`config.mk`:
```
export PLATFORM = sky130hd
export DESIGN_NAME = ahb_slave_regif_flat
export DESIGN_NICKNAME = d
export VERILOG_FILES = /design/src/rtl/ahb_slave_regif_if.sv /design/src/rtl/ahb_slave_regif.sv /design/src/flat_wrapper.sv
export SDC_FILE = /design/constraint.sdc
export NUM_CORES = 1
export LEC_CHECK = 0
export CORE_UTILIZATION = 30
export CTS_CLUSTER_SIZE = 16
export DETAILED_ROUTE_END_ITERATION = 6
export HOLD_SLACK_MARGIN = 0.06
export REMOVE_ABC_BUFFERS = 1
export SETUP_SLACK_MARGIN = 0.1
export SYNTH_ARGS = -nofsm -noshare
export SYNTH_HDL_FRONTEND = slang
export SYNTH_SLANG_ARGS = --single-unit
```
`constraint.sdc`:
```
create_clock -name Hclk -period 3.2 [get_ports Hclk]
set_input_delay 0.48 -clock Hclk [delete_from_list [all_inputs] [get_ports Hclk]]
set_output_delay 0.48 -clock Hclk [all_outputs]
set_load 0.01 [all_outputs]
```
`src/rtl/ahb_slave_regif_if.sv`:
```
// AHB-Lite bus bundle between a master (or interconnect) and the register-interface slave.
// The master modport also drives the bus-level hready that the interconnect returns.
interface ahb_slave_regif_if;
  logic        hsel;
  logic [31:0] haddr;
  logic [1:0]  htrans;
  logic        hwrite;
  logic [2:0]  hsize;
  logic [2:0]  hburst;
  logic [31:0] hwdata;
  logic        hready;
  logic        hreadyout;
  logic        hresp;
  logic [31:0] hrdata;

  modport master (
    output hsel, haddr, htrans, hwrite, hsize, hburst, hwdata, hready,
    input  hreadyout, hresp, hrdata
  );

  modport slave (
    input  hsel, haddr, htrans, hwrite, hsize, hburst, hwdata, hready,
    output hreadyout, hresp, hrdata
  );
endinterface

```
`src/rtl/ahb_slave_regif.sv`:
```
// AHB-Lite register slave for the AHB-to-I2C bridge: TX FIFO push, RX pop, CTRL and STATUS.
// Optional wait-state timeout when AHB_WAIT_TIMEOUT_EN is defined.
//
// state    | meaning
// DP_IDLE  | no data phase pending, zero-wait OKAY
// DP_WR    | write data phase, stalls while the TX FIFO is full
// DP_RD    | read data phase, stalls while no RX word is available
// DP_ERR1  | first ERROR cycle (hreadyout low)
// DP_ERR2  | second ERROR cycle (hreadyout high)
module ahb_slave_regif #(
  parameter int          TXF_DEPTH = 4,
  parameter logic [31:0] CTRL_RST  = 32'h0000_0000,
  parameter int          MAX_WAIT  = 16
) (
  input  logic                Hclk,
  input  logic                Hreset,
  ahb_slave_regif_if.slave    bus,
  output logic                tx_valid,
  output logic [31:0]         tx_data,
  input  logic                tx_ready,
  input  logic                rx_valid,
  input  logic [31:0]         rx_data,
  output logic                rx_ready,
  output logic [31:0]         ctrl
);
  localparam int AW = (TXF_DEPTH > 1) ? $clog2(TXF_DEPTH) : 1;
  localparam logic [AW:0] FULL_LVL = (AW+1)'(TXF_DEPTH);
  localparam logic [1:0] A_TX = 2'd0, A_RX = 2'd1, A_CTRL = 2'd2, A_STAT = 2'd3;

  typedef enum logic [2:0] {DP_IDLE, DP_WR, DP_RD, DP_ERR1, DP_ERR2} dp_state_t;

  dp_state_t     state;
  logic [1:0]    reg_sel;
  logic [31:0]   tx_mem [TXF_DEPTH];
  logic [AW-1:0] wr_ptr, rd_ptr;
  logic [AW:0]   tx_level;
  logic [7:0]    level8;
  logic [31:0]   hrdata_q, rd_val;
  logic          ready, resp, push, pop, accept, dec_err, wait_expire;
  logic          unused_bus;

  assign unused_bus = ^{bus.hburst, bus.haddr[31:4]};
  assign level8     = {{(7-AW){1'b0}}, tx_level};
  assign tx_valid   = tx_level != '0;
  assign tx_data    = tx_valid ? tx_mem[rd_ptr] : '0;
  assign pop        = tx_valid & tx_ready;
  assign accept     = bus.hsel & bus.hready & bus.htrans[1];
  assign dec_err    = (bus.hsize != 3'b010) || (bus.haddr[1:0] != 2'b00) ||
                      (bus.hwrite ? (bus.haddr[3:2] == A_RX || bus.haddr[3:2] == A_STAT)
                                  : (bus.haddr[3:2] == A_TX));

  // A full FIFO still accepts the push when the head leaves in the same cycle.
  always_comb begin
    ready    = 1'b1;
    resp     = 1'b0;
    rx_ready = 1'b0;
    push     = 1'b0;
    rd_val   = '0;
    case (state)
      DP_WR: begin
        if (reg_sel == A_TX) begin
          ready = (tx_level != FULL_LVL) || pop;
          push  = ready;
        end
      end
      DP_RD: begin
        case (reg_sel)
          A_RX: begin
            ready    = rx_valid;
            rx_ready = rx_valid;
            rd_val   = rx_data;
          end
          A_CTRL:  rd_val = ctrl;
          A_STAT:  rd_val = {16'h0, rx_valid, 7'h0, level8};
          default: rd_val = '0;
        endcase
      end
      DP_ERR1: begin
        ready = 1'b0;
        resp  = 1'b1;
      end
      DP_ERR2: resp = 1'b1;
      default: ;
    endcase
  end

  assign bus.hreadyout = ready;
  assign bus.hresp     = resp;
  assign bus.hrdata    = (state == DP_RD && ready) ? rd_val : hrdata_q;

`ifdef AHB_WAIT_TIMEOUT_EN
  localparam int WCW = $clog2(MAX_WAIT + 1);
  logic [WCW-1:0] wait_cnt;

  assign wait_expire = (state == DP_WR || state == DP_RD) && !ready &&
                       (wait_cnt == WCW'(MAX_WAIT - 1));

  always_ff @(posedge Hclk or posedge Hreset) begin
    if (Hreset)                                            wait_cnt <= '0;
    else if (ready || wait_expire)                         wait_cnt <= '0;
    else if (state == DP_WR || state == DP_RD)             wait_cnt <= wait_cnt + 1'b1;
  end
`else
  localparam int unused_max_wait = MAX_WAIT;
  assign wait_expire = 1'b0;
`endif

  always_ff @(posedge Hclk) begin
    if (push) tx_mem[wr_ptr] <= bus.hwdata;
  end

  always_ff @(posedge Hclk or posedge Hreset) begin
    if (Hreset) begin
      state    <= DP_IDLE;
      reg_sel  <= A_TX;
      ctrl     <= CTRL_RST;
      hrdata_q <= '0;
      wr_ptr   <= '0;
      rd_ptr   <= '0;
      tx_level <= '0;
    end else begin
      if (push) wr_ptr <= wr_ptr + 1'b1;
      if (pop)  rd_ptr <= rd_ptr + 1'b1;
      if (push && !pop)      tx_level <= tx_level + 1'b1;
      else if (!push && pop) tx_level <= tx_level - 1'b1;

      if (state == DP_WR && reg_sel == A_CTRL && ready) ctrl <= bus.hwdata;
      if (state == DP_RD && ready) hrdata_q <= rd_val;

      if (ready) begin
        if (accept) begin
          reg_sel <= bus.haddr[3:2];
          state   <= dec_err ? DP_ERR1 : (bus.hwrite ? DP_WR : DP_RD);
        end else begin
          state <= DP_IDLE;
        end
      end else if (state == DP_ERR1) begin
        state <= DP_ERR2;
      end else if (wait_expire) begin
        state <= DP_ERR1;
      end
    end
  end
endmodule

```
`src/flat_wrapper.sv`:
```
// flat-port wrapper written by rule: the top's interface ports become plain ports
module ahb_slave_regif_flat 
#(
  parameter int          TXF_DEPTH = 4,
  parameter logic [31:0] CTRL_RST  = 32'h0000_0000,
  parameter int          MAX_WAIT  = 16
)
  (Hclk, Hreset, tx_valid, tx_data, tx_ready, rx_valid, rx_data, rx_ready, ctrl, bus_hsel, bus_haddr, bus_htrans, bus_hwrite, bus_hsize, bus_hburst, bus_hwdata, bus_hready, bus_hreadyout, bus_hresp, bus_hrdata);
  ahb_slave_regif_if bus_i ();
  input  logic Hclk;
  input  logic Hreset;
  output logic tx_valid;
  output logic [31:0] tx_data;
  input  logic tx_ready;
  input  logic rx_valid;
  input  logic [31:0] rx_data;
  output logic rx_ready;
  output logic [31:0] ctrl;
  input wire logic [$bits(bus_i.hsel)-1:0] bus_hsel;
  input wire logic [$bits(bus_i.haddr)-1:0] bus_haddr;
  input wire logic [$bits(bus_i.htrans)-1:0] bus_htrans;
  input wire logic [$bits(bus_i.hwrite)-1:0] bus_hwrite;
  input wire logic [$bits(bus_i.hsize)-1:0] bus_hsize;
  input wire logic [$bits(bus_i.hburst)-1:0] bus_hburst;
  input wire logic [$bits(bus_i.hwdata)-1:0] bus_hwdata;
  input wire logic [$bits(bus_i.hready)-1:0] bus_hready;
  output wire logic [$bits(bus_i.hreadyout)-1:0] bus_hreadyout;
  output wire logic [$bits(bus_i.hresp)-1:0] bus_hresp;
  output wire logic [$bits(bus_i.hrdata)-1:0] bus_hrdata;
  assign bus_i.hsel = bus_hsel;
  assign bus_i.haddr = bus_haddr;
  assign bus_i.htrans = bus_htrans;
  assign bus_i.hwrite = bus_hwrite;
  assign bus_i.hsize = bus_hsize;
  assign bus_i.hburst = bus_hburst;
  assign bus_i.hwdata = bus_hwdata;
  assign bus_i.hready = bus_hready;
  assign bus_hreadyout = bus_i.hreadyout;
  assign bus_hresp = bus_i.hresp;
  assign bus_hrdata = bus_i.hrdata;
  ahb_slave_regif #(.TXF_DEPTH(TXF_DEPTH), .CTRL_RST(CTRL_RST), .MAX_WAIT(MAX_WAIT)) u_core (.Hclk(Hclk), .Hreset(Hreset), .bus(bus_i), .tx_valid(tx_valid), .tx_data(tx_data), .tx_ready(tx_ready), .rx_valid(rx_valid), .rx_data(rx_data), .rx_ready(rx_ready), .ctrl(ctrl));
endmodule
```
==> flow_summary.yaml, run 1 <==
timing:
  worstMarginPinSlew_ns: 0.559
  fmax_mhz: 332
  setup_viol: 0
  hold_violations: 0
  rsz0062_at_grt: "no"
  drv_slew: 0
  tns_ns: 0
  final.period_utilization: 0.941
  finalCriticalPeriod_ns: 3.01
  skew_ns: 0.0143
  slew_headroom: 0.627
detailed_routing:
  dr.first_iter.drc_count: 201
  wl_per_cell_um: 18.8
  via_per_inst: 4.59
  drtPass1Iterations: 4
  wirelength_um: 20300
  drc: 0
  ant_nets: 0
  vias: 4962
worst_setup_path:
  critPathCaptureType: "output port"
  crit_type: "flip-flop to output port"
  required_ns: 2.72
  path_delay_family: "buffers and inverters"
  crit_path_frequent_cell: "buf_12"
  slowest_stage: "clkdlybuf4s50_1"
  crit_fanout: 14
  crit_chain: "nor3b_4 > nor3_4 > buf_12 > buf_12 > clkbuf_16 > a21oi_2 > clkdlybuf4s50_1"
  cp-start-kind: "flip-flop"
  critPathMaxStageDelay_ns: 0.57
  crit_arrival_ns: 2.53
  cp_num_buf_inv: 4
layout:
  areaGrowthSynthToFinish_pct: 38.5
  finalInstanceArea_um2: 11600
  final_cell_mix: "clkdlybuf4s50_1 (174), edfxtp_1 (128), dfrtp_1 (73)"
  nets: 810
  final_common_cell: "clkdlybuf4s50_1"
  drive_gt1_frac: 0.247
placement:
  dpl_cell_area_um2: 10700
  portBuffers: 178
  routabilityCongestion: 0.683
  dp_hpwl_um: 13200
global_route:
  grt_antenna_before_repair: 1
  track_usage: 0.142
  grtUsageMet3: 0.0329
  grt_pass1_wl_um: 30900
  grt_pass1_vias: 5419
  overflow: 0
  met2_usage: 0.246
  top_usage_layer: "met2"
  gr-usage-met1: 0.179
  grt_max_degree: 77
logic_synthesis:
  synth_edf_count: 128
  async_flop_share: 0.373
  synth_area_um2: 8380
  avgSynthCellArea_um2: 16.9
  ys_ff_latch: 204
  synthCells: 496
  synth_seq_area_share: 0.686
  ys_warn_count: 0
  synthFlopType: "edfxtp_1"
  synth_cell_types: 39
floorplan:
  die_h_um: 169
  rows: 60
  core-area_um2: 27200
  die_width_um: 169
  ioPinCount: 211
  initial_core_util: 0.308
  die_area_um2: 28600
clock_tree:
  htreeDepth: 1
  clock-sinks: 204
  cts_tree: "done"
  numCtsBuffers: 23
  clk_path_buf_depth: 3
  cts_root_buffer: "clkbuf_16"
  cts_hold_buf: 0
  clk_pin_slew_worst_paths_ns: 0.06
  insertion_delay_ns: 0.50
pwr:
  leakagePower_nw: 4.12
  ir_worst_vdd_uv: 470
  fin_total_pwr_w: 0.00967
  power_density_nw_per_um2: 833
job:
  drv_cap: 0
outcome:
  status: "finished, final reports clean"
hold_path:
  hold_path_class: "primary input to async pin"
## worst register-to-register path, delay by kind of cell (launching register included)
family	cells	cell delay, ns
xor+xnor	2	0.34
fa+ha+maj	2	0.64
buf+inv	2	0.29
flops	1	0.46
simple gates	4	0.72
## worst paths after layout
check / startpoint / endpoint / slack, ns / depth (start not counted)
min in group Hclk: u_core.hrdata_q[7]$_DFF_PP0_ / u_core.hrdata_q[7]$_DFF_PP0_ / 0.52 / 2
max: u_core.reg_sel[1]$_DFFE_PP0P_ / bus_hrdata[23] / 0.19 / 7
min reg2reg: u_core.hrdata_q[7]$_DFF_PP0_ / u_core.hrdata_q[7]$_DFF_PP0_ / 0.52 / 2
max in group asynchronous: Hreset / u_core.hrdata_q[10]$_DFF_PP0_ / 2.40 / 3
min: Hreset / u_core.ctrl[15]$_DFFE_PP0P_ / 0.36 / 3
max reg2reg: u_core.reg_sel[1]$_DFFE_PP0P_ / u_core.tx_level[2]$_DFFE_PP0P_ / 0.69 / 10
## kinds of logic after synthesis
kind of cell	after synthesis	synth area share
flip-flops	204	0.686
AND/OR/NAND/NOR	100	0.0654
multiplexers	74	0.142
AO/OA/AOI/OAI	69	0.0639
buffers and inverters	37	0.0269
XOR/XNOR	6	0.00627
adder cells (fa/ha/maj)	6	0.00985
## power breakdown
| part | switching (W) | internal [W] | total, W |
|---|---|---|---|
| sequential | 0.000311 | 0.00323 | 0.00354 |
| clock | 0.000994 | 0.00163 | 0.00262 |
| combinational | 0.00147 | 0.00204 | 0.00351 |
| total | 0.00277 | 0.00690 | 0.00967 |
## what timing repair did
action                     CTS  global route
cloned                       0             1
gates resized for setup      2             7
setup endpoints to repair    1            59
buffers inserted             0             5
## cell usage after synthesis, types with 2 or more instances
cell      number  area share
nor2b_1        3      0.0022
xor2_1         2      0.0021
a22oi_1       32       0.029
mux2i_1        2      0.0024
mux2_1         2      0.0027
a21oi_2       28       0.029
mux2_2        38       0.051
dfrtp_1       76        0.23
buf_6          7      0.0094
inv_1          6      0.0027
xnor2_1        4      0.0042
a21oi_1        5      0.0030
nand2b_1       3      0.0022
nand2_1        8      0.0036
clkbuf_1       7      0.0031
nor2_1        37       0.017
mux4_2        32       0.086
ha_1           5      0.0075
buf_2         12      0.0072
buf_4          5      0.0045
edfxtp_1     128        0.46
nand3_1        2      0.0012
and2_1        36       0.027
## per-stage QoR
stage	util	hold WS (ns)	instances	worst slack, ns
5_1_grt	0.427	0.393	1081	0.119
3_3_place_gp	0.395	0.499	1034	0.228
3_5_place_dp	0.395	0.507	1034	0.170
2_1_floorplan	-	0.463	465	0.161
4_1_cts	0.423	0.401	1075	0.102
6_report	0.427	0.365	1082	0.189
## sequential cells by signal, summed over array words and instances, names as in the netlist
name and flops:
u_core.tx_mem 128, u_core.ctrl 32, u_core.hrdata_q 32, u_core.state 3, u_core.tx_level 3, u_core.rd_ptr 2
u_core.reg_sel 2, u_core.wr_ptr 2
## metal layers
layer  vias to the layer above  share of wire
met5                         -              0
met1                      2504           0.43
met4                         0          0.016
met2                       154           0.50
li1                       2277              -
met3                        27          0.058
## area by class of cell
class,instances,area [µm²]
antenna,1,2.50
clock buffer,30,632
clock inverter,11,133
fill,2438,15600
inverter,6,23.8
multi-input combinational,255,2440
sequential,204,5750
tap,372,465
timing repair buffer,203,2160
Power figures use the tool's default switching activity.
==> run 2, diff against run 1 <==
--- a/config.mk
+++ b/config.mk
@@ -11,6 +11,7 @@
 export HOLD_SLACK_MARGIN = 0.06
 export REMOVE_ABC_BUFFERS = 1
 export SETUP_SLACK_MARGIN = 0.1
+export SKIP_LAST_GASP = 1
 export SYNTH_ARGS = -nofsm -noshare
 export SYNTH_HDL_FRONTEND = slang
 export SYNTH_SLANG_ARGS = --single-unit
==> results of run 2 <==
Final layout, timing and power as in run 1 (identical DEF).
==> run 3, diff against run 2 <==
--- a/config.mk
+++ b/config.mk
@@ -6,6 +6,7 @@
 export NUM_CORES = 1
 export LEC_CHECK = 0
 export CORE_UTILIZATION = 30
+export CTS_CLUSTER_DIAMETER = 120
 export CTS_CLUSTER_SIZE = 16
 export DETAILED_ROUTE_END_ITERATION = 6
 export HOLD_SLACK_MARGIN = 0.06
==> constraint.sdc (replaced) <==
create_clock -name Hclk -period 3.7 [get_ports Hclk]
set_input_delay 1.11 -clock Hclk [delete_from_list [all_inputs] [get_ports Hclk]]
set_output_delay 1.11 -clock Hclk [all_outputs]
set_load 0.01 [all_outputs]
==> flow_summary.yaml, run 3 (same netlist as run 1, synthesis figures left out) <==
placement:
  portBuffers: 178
  dpl_cell_area_um2: 10800
  dp_hpwl_um: 13600
  dpl_worst_slack_ns: -0.580
  routabilityCongestion: 0.687
global_route:
  grt_max_degree: 47
  overflow: 0
  track_usage: 0.148
  grt_antenna_before_repair: 0
  grt_pass1_vias: 5501
  grt_pass1_wl_um: 32300
worst_setup_path:
  crit_chain: "buf_4 > nor3b_4 > nor3_4 > buf_12 > buf_12 > buf_16 > buf_4 > nor2_4 > a21oi_4 > buf_6"
  critPathMaxStageDelay_ns: 0.23
  crit_arrival_ns: 2.44
  crit_type: "primary input to output port"
  path_delay_family: "buffers and inverters"
  slowest_stage: "nor3b_4"
  crit_fanout: 8
  required_ns: 2.59
  cp_num_buf_inv: 6
  critPathCaptureType: "output port"
  cp-start-kind: "primary input"
layout:
  final_cell_mix: "clkdlybuf4s50_1 (143), edfxtp_1 (128), dfrtp_1 (73)"
  nets: 823
  regMostFlops: "u_core.tx_mem"
  finalInstanceArea_um2: 11500
  reg_top3: "u_core.tx_mem x128, u_core.ctrl x32, u_core.hrdata_q x32"
  nFillCells: 2481
  areaGrowthSynthToFinish_pct: 37.0
  drive_gt1_frac: 0.309
  largest_reg_flops: 128
  final_common_cell: "clkdlybuf4s50_1"
  n_antenna_cell: 0
timing:
  finalCriticalPeriod_ns: 3.55
  tns_ns: 0
  slew_headroom: 0.587
  worstMarginPinSlew_ns: 0.620
  skew_ns: 0.0102
  rsz0062_at_grt: "yes"
  final.period_utilization: 0.961
  fmax_mhz: 281
  drv_slew: 0
  setup_ws_ns: 0.146
  hold_ws_ns: 0.523
  setup_viol: 0
  hold_violations: 0
floorplan:
  die_area_um2: 28600
  die_width_um: 169
  core-area_um2: 27200
  ioPinCount: 211
  die_h_um: 169
  rows: 60
  initial_core_util: 0.308
outcome:
  status: "finished, final reports clean"
clock_tree:
  cts_root_buffer: "clkbuf_16"
  clk_pin_slew_worst_paths_ns: 0.07
  htreeDepth: 1
  cts_tree: "done"
  insertion_delay_ns: 0.47
  clock-sinks: 204
  clk_path_buf_depth: 3
  numCtsBuffers: 16
pwr:
  leakagePower_nw: 4.09
  fin_total_pwr_w: 0.00778
  ir_worst_vdd_uv: 263
  power_density_nw_per_um2: 677
detailed_routing:
  via_per_inst: 4.64
  wl_per_cell_um: 19.1
  drc: 0
  ant_nets: 0
  vias: 5044
  drtPass1Iterations: 5
  dr.first_iter.drc_count: 280
  wirelength_um: 20800
job:
  drv_cap: 0
hold_path:
  hold_path_class: "flip-flop to flip-flop"
-- run 3: changes by cell type in the layout (fill, tap and decap cells not counted), sizes merged, moves of 4 or more --
cell / delta
buf: +41
clkdlybuf4s50: -31
dlygate4sd2: +6
clkinv: -6
dlymetal6s2s: -4
clkbuf: -4
clkdlybuf4s15: +9
-- run 3: what timing repair did --
action | 4_1_cts | 5_1_grt
hold buffers | 0 | 0
buffers inserted | 3 | 3
pin swaps | 5 | 3
cloned | 3 | 0
setup endpoints to repair | 66 | 21
hold endpoints to repair | 0 | 0
resized for setup | 143 | 10
-- run 3: worst reg2reg max path: cells and delay by family, from the launching register on --
| family | cells | cell delay [ns] |
|---|---|---|
| adders and majority gates | 2 | 0.63 |
| xor gates and xnor gates | 2 | 0.32 |
| and+or+nand+nor | 4 | 0.77 |
| DFF | 1 | 0.44 |
| buffers and inverters | 2 | 0.26 |
-- run 3: path summary, 6_finish.rpt --
| check | startpoint | endpoint | slack, ns | cells past startpoint |
|---|---|---|---|---|
| min in group asynchronous | Hreset | u_core.ctrl[3]$_DFFE_PP0P_ | 1.00 | 2 |
| hold / removal | u_core.tx_level[2]$_DFFE_PP0P_ | u_core.tx_level[2]$_DFFE_PP0P_ | 0.52 | 1 |
| hold reg to reg | u_core.tx_level[2]$_DFFE_PP0P_ | u_core.tx_level[2]$_DFFE_PP0P_ | 0.52 | 1 |
| max in group asynchronous | Hreset | u_core.rd_ptr[1]$_DFFE_PP0P_ | 2.00 | 3 |
| setup / recovery | rx_valid | bus_hrdata[7] | 0.15 | 10 |
| setup reg to reg | u_core.reg_sel[0]$_DFFE_PP0P_ | u_core.tx_level[2]$_DFFE_PP0P_ | 1.23 | 10 |
-- run 3: where the power goes --
group / switching (W) / internal, W
sequential: 0.000297 / 0.00279
combinational: 0.00129 / 0.00174
clock: 0.000760 / 0.000894
total: 0.00235 / 0.00543
-- run 3: layer usage --
| layer | part of all wire | track usage | vias to the layer above |
|---|---|---|---|
| li1 | - | - | 2291 |
| met1 | 0.43 | 0.191 | 2582 |
| met2 | 0.51 | 0.262 | 146 |
| met3 | 0.046 | 0.0273 | 25 |
| met4 | 0.016 | 0.0282 | 0 |
| met5 | 0 | 0 | - |
-- run 3: layout make-up --
cell class / count / area, µm² / share of cell area
timing repair buffer: 223 / 2200 / 0.192
clock buffer: 27 / 484 / 0.0422
tap: 372 / 465 / 0.0405
inverter: 6 / 23.8 / 0.00207
multi-input combinational: 255 / 2560 / 0.223
sequential: 204 / 5750 / 0.501
-- run 3: through the flow --
| stage | utilization | cells |
|---|---|---|
| detailed placement | 0.397 | 1051 |
| floorplan | - | 465 |
| global route | 0.423 | 1087 |
| global placement | 0.397 | 1051 |
| CTS | 0.421 | 1084 |
| finish | 0.423 | 1087 |
==> RTL change 1, RTL diff (config.mk and constraints of run 1) <==
`TXF_DEPTH` is set to 4 in 2 places; all go to 8.
--- a/src/rtl/ahb_slave_regif.sv
+++ b/src/rtl/ahb_slave_regif.sv
@@ -10,3 +10,3 @@
 module ahb_slave_regif #(
-  parameter int          TXF_DEPTH = 4,
+  parameter int          TXF_DEPTH = 8,
   parameter logic [31:0] CTRL_RST  = 32'h0000_0000,
--- a/src/flat_wrapper.sv
+++ b/src/flat_wrapper.sv
@@ -3,3 +3,3 @@
 #(
-  parameter int          TXF_DEPTH = 4,
+  parameter int          TXF_DEPTH = 8,
   parameter logic [31:0] CTRL_RST  = 32'h0000_0000,
Formal check against the unedited RTL: no difference found for any inputs over 4 cycles, from zero or initial values and one cycle with Hreset high; that may be too few to reach the edited logic, so the function may still have changed.
==> RTL change 1 against run 1 <==
- design area grew 53%
- die area increased by 58%
- sequential cell count increased by 131
- routed wire length up 70%
- register-to-register slack worse by 0.49 ns
- total power grew 57%
- largest power group unchanged
- worst setup slack gained 0.0084 ns
- area after synthesis increased by 59%
- highest routed layer unchanged
- utilization decreased by 1.8 points
- sequential power rose by 60%
- critical endpoint is now u_core.tx_level[3]
==> RTL change 1: results <==
metrics = {
    "status": {
        "status": "finished, final reports clean",
    },
    "cells_and_area": {
        "fin_area_um2": 17700,
        "nonClkBufAreaFrac_pct": 14.8,
        "stdcell_count": 1569,
        "nNetsFinal": 1074,
        "layout-drive-gt1-share_pct": 24.6,
        "final.clkbuf_count": 49,
        "seq_cells": 335,
        "inv_count": 5,
        "fin_util_pct": 40.9,
        "sh_seq_area_pct": 54.5,
        "largest_registers": "u_core.tx_mem (256), u_core.ctrl (32), u_core.hrdata_q (32)",
        "multi_input_cells": 339,
    },
    "yosys": {
        "ys_seq_area_share_pct": 72.7,
        "synthAdderAreaFrac_pct": 0.621,
        "synth-xor-area-share_pct": 0.395,
        "synth.distinct_cells": 42,
    },
    "critical_path": {
        "r2r_start": "u_core.state[2]",
        "critPathSlowestCell": "or4b_4",
        "worstPathMaxFanout": 7,
        "cp.arrival_ns": 3.41,
        "critPathMaxStageDelay_ns": 0.53,
    },
    "grt": {
        "grt_util_met1_pct": 20.7,
        "grtUsageTotal_pct": 15.2,
        "antenna_found_initial": 0,
        "grt_pass1_wl_um": 49600,
        "use_met3_pct": 2.97,
        "grt_pass1_vias": 7830,
        "met2_usage_pct": 24.6,
    },
    "clock_tree": {
        "cts_resized": 47,
    },
    "placement": {
        "dp_cells": 1479,
        "dpl-instance-area_um2": 16100,
        "dpl.hpwl_um": 19000,
    },
    "drt": {
        "drt-initial-drc-count": 488,
    },
    "timing": {
        "hold_ws_ns": 0.362,
    },
    "power_and_ir_drop": {
        "ir_drop_uv": 468,
        "total_leakage_power_uw": 0.00642,
    },
}
## RTL change 1: power breakdown
part	internal (µW)	switching (µW)	leakage, µW	total [µW]
Sequential	5230	442	0.00322	5670
Clock	2390	1660	0.000567	4060
Combinational	2970	2500	0.00263	5470
Total	10600	4600	0.00642	15200
## RTL change 1: how the worst max path moves through the flow
stage | start | endpoint | slack, ns | cells past startpoint
after detailed placement | tx_ready | u_core.tx_level[3] | 0.09 | 10
after global placement | tx_ready | u_core.tx_level[3] | 0.09 | 10
after floorplan | u_core.reg_sel[0] | bus_hrdata[0] | -2.23 | 3
after global routing | u_core.rd_ptr[0] | tx_data[15] | 0.10 | 5
final | u_core.state[2] | u_core.tx_level[3] | 0.20 | 9
after CTS | u_core.state[0] | bus_hrdata[23] | 0.05 | 8
## RTL change 1: routing by layer
layer	part of all wire [%]	up-vias
li1	-	3326
met1	45	3836
met4	1.9	0
met3	5.6	41
met5	0	-
met2	48	226
==> RTL change 2, RTL diff (settings of run 1) <==
Made on the original files. Re-encode `dp_state_t` (5 states) as one-hot, 5 bits wide.
--- a/src/rtl/ahb_slave_regif.sv
+++ b/src/rtl/ahb_slave_regif.sv
@@ -29,3 +29,3 @@
 
-  typedef enum logic [2:0] {DP_IDLE, DP_WR, DP_RD, DP_ERR1, DP_ERR2} dp_state_t;
+  typedef enum logic [4:0] {DP_IDLE = 5'b00001, DP_WR = 5'b00010, DP_RD = 5'b00100, DP_ERR1 = 5'b01000, DP_ERR2 = 5'b10000} dp_state_t;
 
Check against the original RTL: same outputs for any inputs over 4 cycles, from zero or initial values and one cycle with Hreset high; so few cycles prove little.
==> RTL change 2 against run 1 <==
- routed wire length down 0.43%
- critical path type unchanged
- worst setup slack better by 0.053 ns
- area after synthesis up 0.42%
- sequential cell count up 2
- total power down 17%
- largest cell class unchanged
- die area up 0.41%
- via count up 1.7%
- clock skew up 0.0077 ns
- non-clock buffer count down 4
- design area about the same
- combinational power down 39%
==> RTL change 2: results <==
metrics = {
    "status": {
        "status": "finished, final reports clean",
    },
    "placement": {
        "dpl-instance-area_um2": 10800,
        "dpl.hpwl_um": 13200,
        "dp_cells": 1038,
        "gp_congestion": 0.751,
        "post-place-ws_ns": 0.141,
    },
    "critical_path": {
        "critPathMaxStageDelay_ns": 0.42,
        "reg2reg_slack_ns": 0.75,
        "worstPathMaxFanout": 12,
        "cp.arrival_ns": 2.48,
        "critPathSlowestCell": "dfrtp_1",
    },
    "cells_and_area": {
        "antenna_cells": 0,
        "layout-drive-gt1-share_pct": 23.6,
        "stdcell_count": 1085,
        "syn2layout_area_growth_pct": 37.8,
    },
    "yosys": {
        "ys_top_cells_by_area": "edfxtp_1, dfrtp_1, mux4_2, mux2_2, a22oi_1",
        "ys_async_sr_fraction_pct": 37.9,
        "muxShareOfSynthArea_pct": 14.0,
        "synth-compound-area-share_pct": 6.56,
        "avgSynthCellArea_um2": 16.8,
        "synth-xor-area-share_pct": 0.833,
        "synth.distinct_cells": 44,
    },
    "drt": {
        "viasPerCell": 4.65,
        "routedWlPerCell_um": 18.6,
    },
    "clock_tree": {
        "cts_buffers": 25,
    },
    "timing": {
        "relSlewSlack_pct": 40.2,
        "hold_ws_ns": 0.475,
        "skew_ns": 0.0220,
    },
    "power_and_ir_drop": {
        "switching_share_pct": 26.3,
        "clkPwrFrac_pct": 35.8,
        "power.total_uw": 8000,
        "pg_seq_uw": 2990,
        "ir_drop_uv": 385,
        "total_leakage_power_uw": 0.00430,
    },
    "grt": {
        "grt_start_max_net_pins": 46,
        "grtUsageTotal_pct": 14.3,
        "grt_pass1_vias": 5469,
        "antenna_found_initial": 0,
    },
}
-- RTL change 2: cell types whose count changed after synthesis, moves of 3 or more --
cell / delta
nor3_1: +3
a21oi_2: -10
a21oi_1: +10
buf_4: -3
buf_6: -3
nand2_1: -4
mux2_2: -3
clkbuf_1: +7
-- RTL change 2: cells by family after synthesis --
kind of cell / after synthesis
AO/OA/AOI/OAI: 72
XOR/XNOR: 8
adder cells (fa/ha/maj): 6
buffers and inverters: 37
flip-flops: 206
multiplexers: 72
AND/OR/NAND/NOR: 99
-- RTL change 2: worst max path at each step --
stage                            startpoint              to  slack [ns]
final                       u_core.state[1]   bus_hrdata[4]        0.24
after global placement             rx_valid  bus_hrdata[11]        0.24
after global routing      u_core.reg_sel[1]        rx_ready        0.11
after detailed placement           rx_valid   bus_hrdata[4]        0.14
after floorplan           u_core.reg_sel[1]   bus_hrdata[0]       -0.29
after CTS                 u_core.reg_sel[1]        rx_ready        0.17
-- RTL change 2: routing by layer --
| metal | routed length [µm] | up-vias | GRT usage, % |
|---|---|---|---|
| li1 | - | 2299 | - |
| met1 | 8500 | 2547 | 18.2 |
| met2 | 10100 | 164 | 24.7 |
| met3 | 1150 | 36 | 2.96 |
| met4 | 422 | 0 | 3.84 |
| met5 | 0 | - | 0 |
-- RTL change 2: final cells by class --
class / count / area share [%]
Clock buffer: 32 / 5.97
Clock inverter: 13 / 1.37
Inverter: 6 / 0.205
Multi-Input combinational cell: 257 / 21.1
Sequential cell: 206 / 50.0
Tap cell: 372 / 4.01
Timing Repair Buffer: 199 / 17.3
-- RTL change 2: repair_timing --
| action | in CTS | in global routing |
|---|---|---|
| cloned | 0 | 0 |
| endpoints found under the setup margin | 33 | 1 |
| resized for setup | 35 | 1 |
| setup buffers | 2 | 0 |
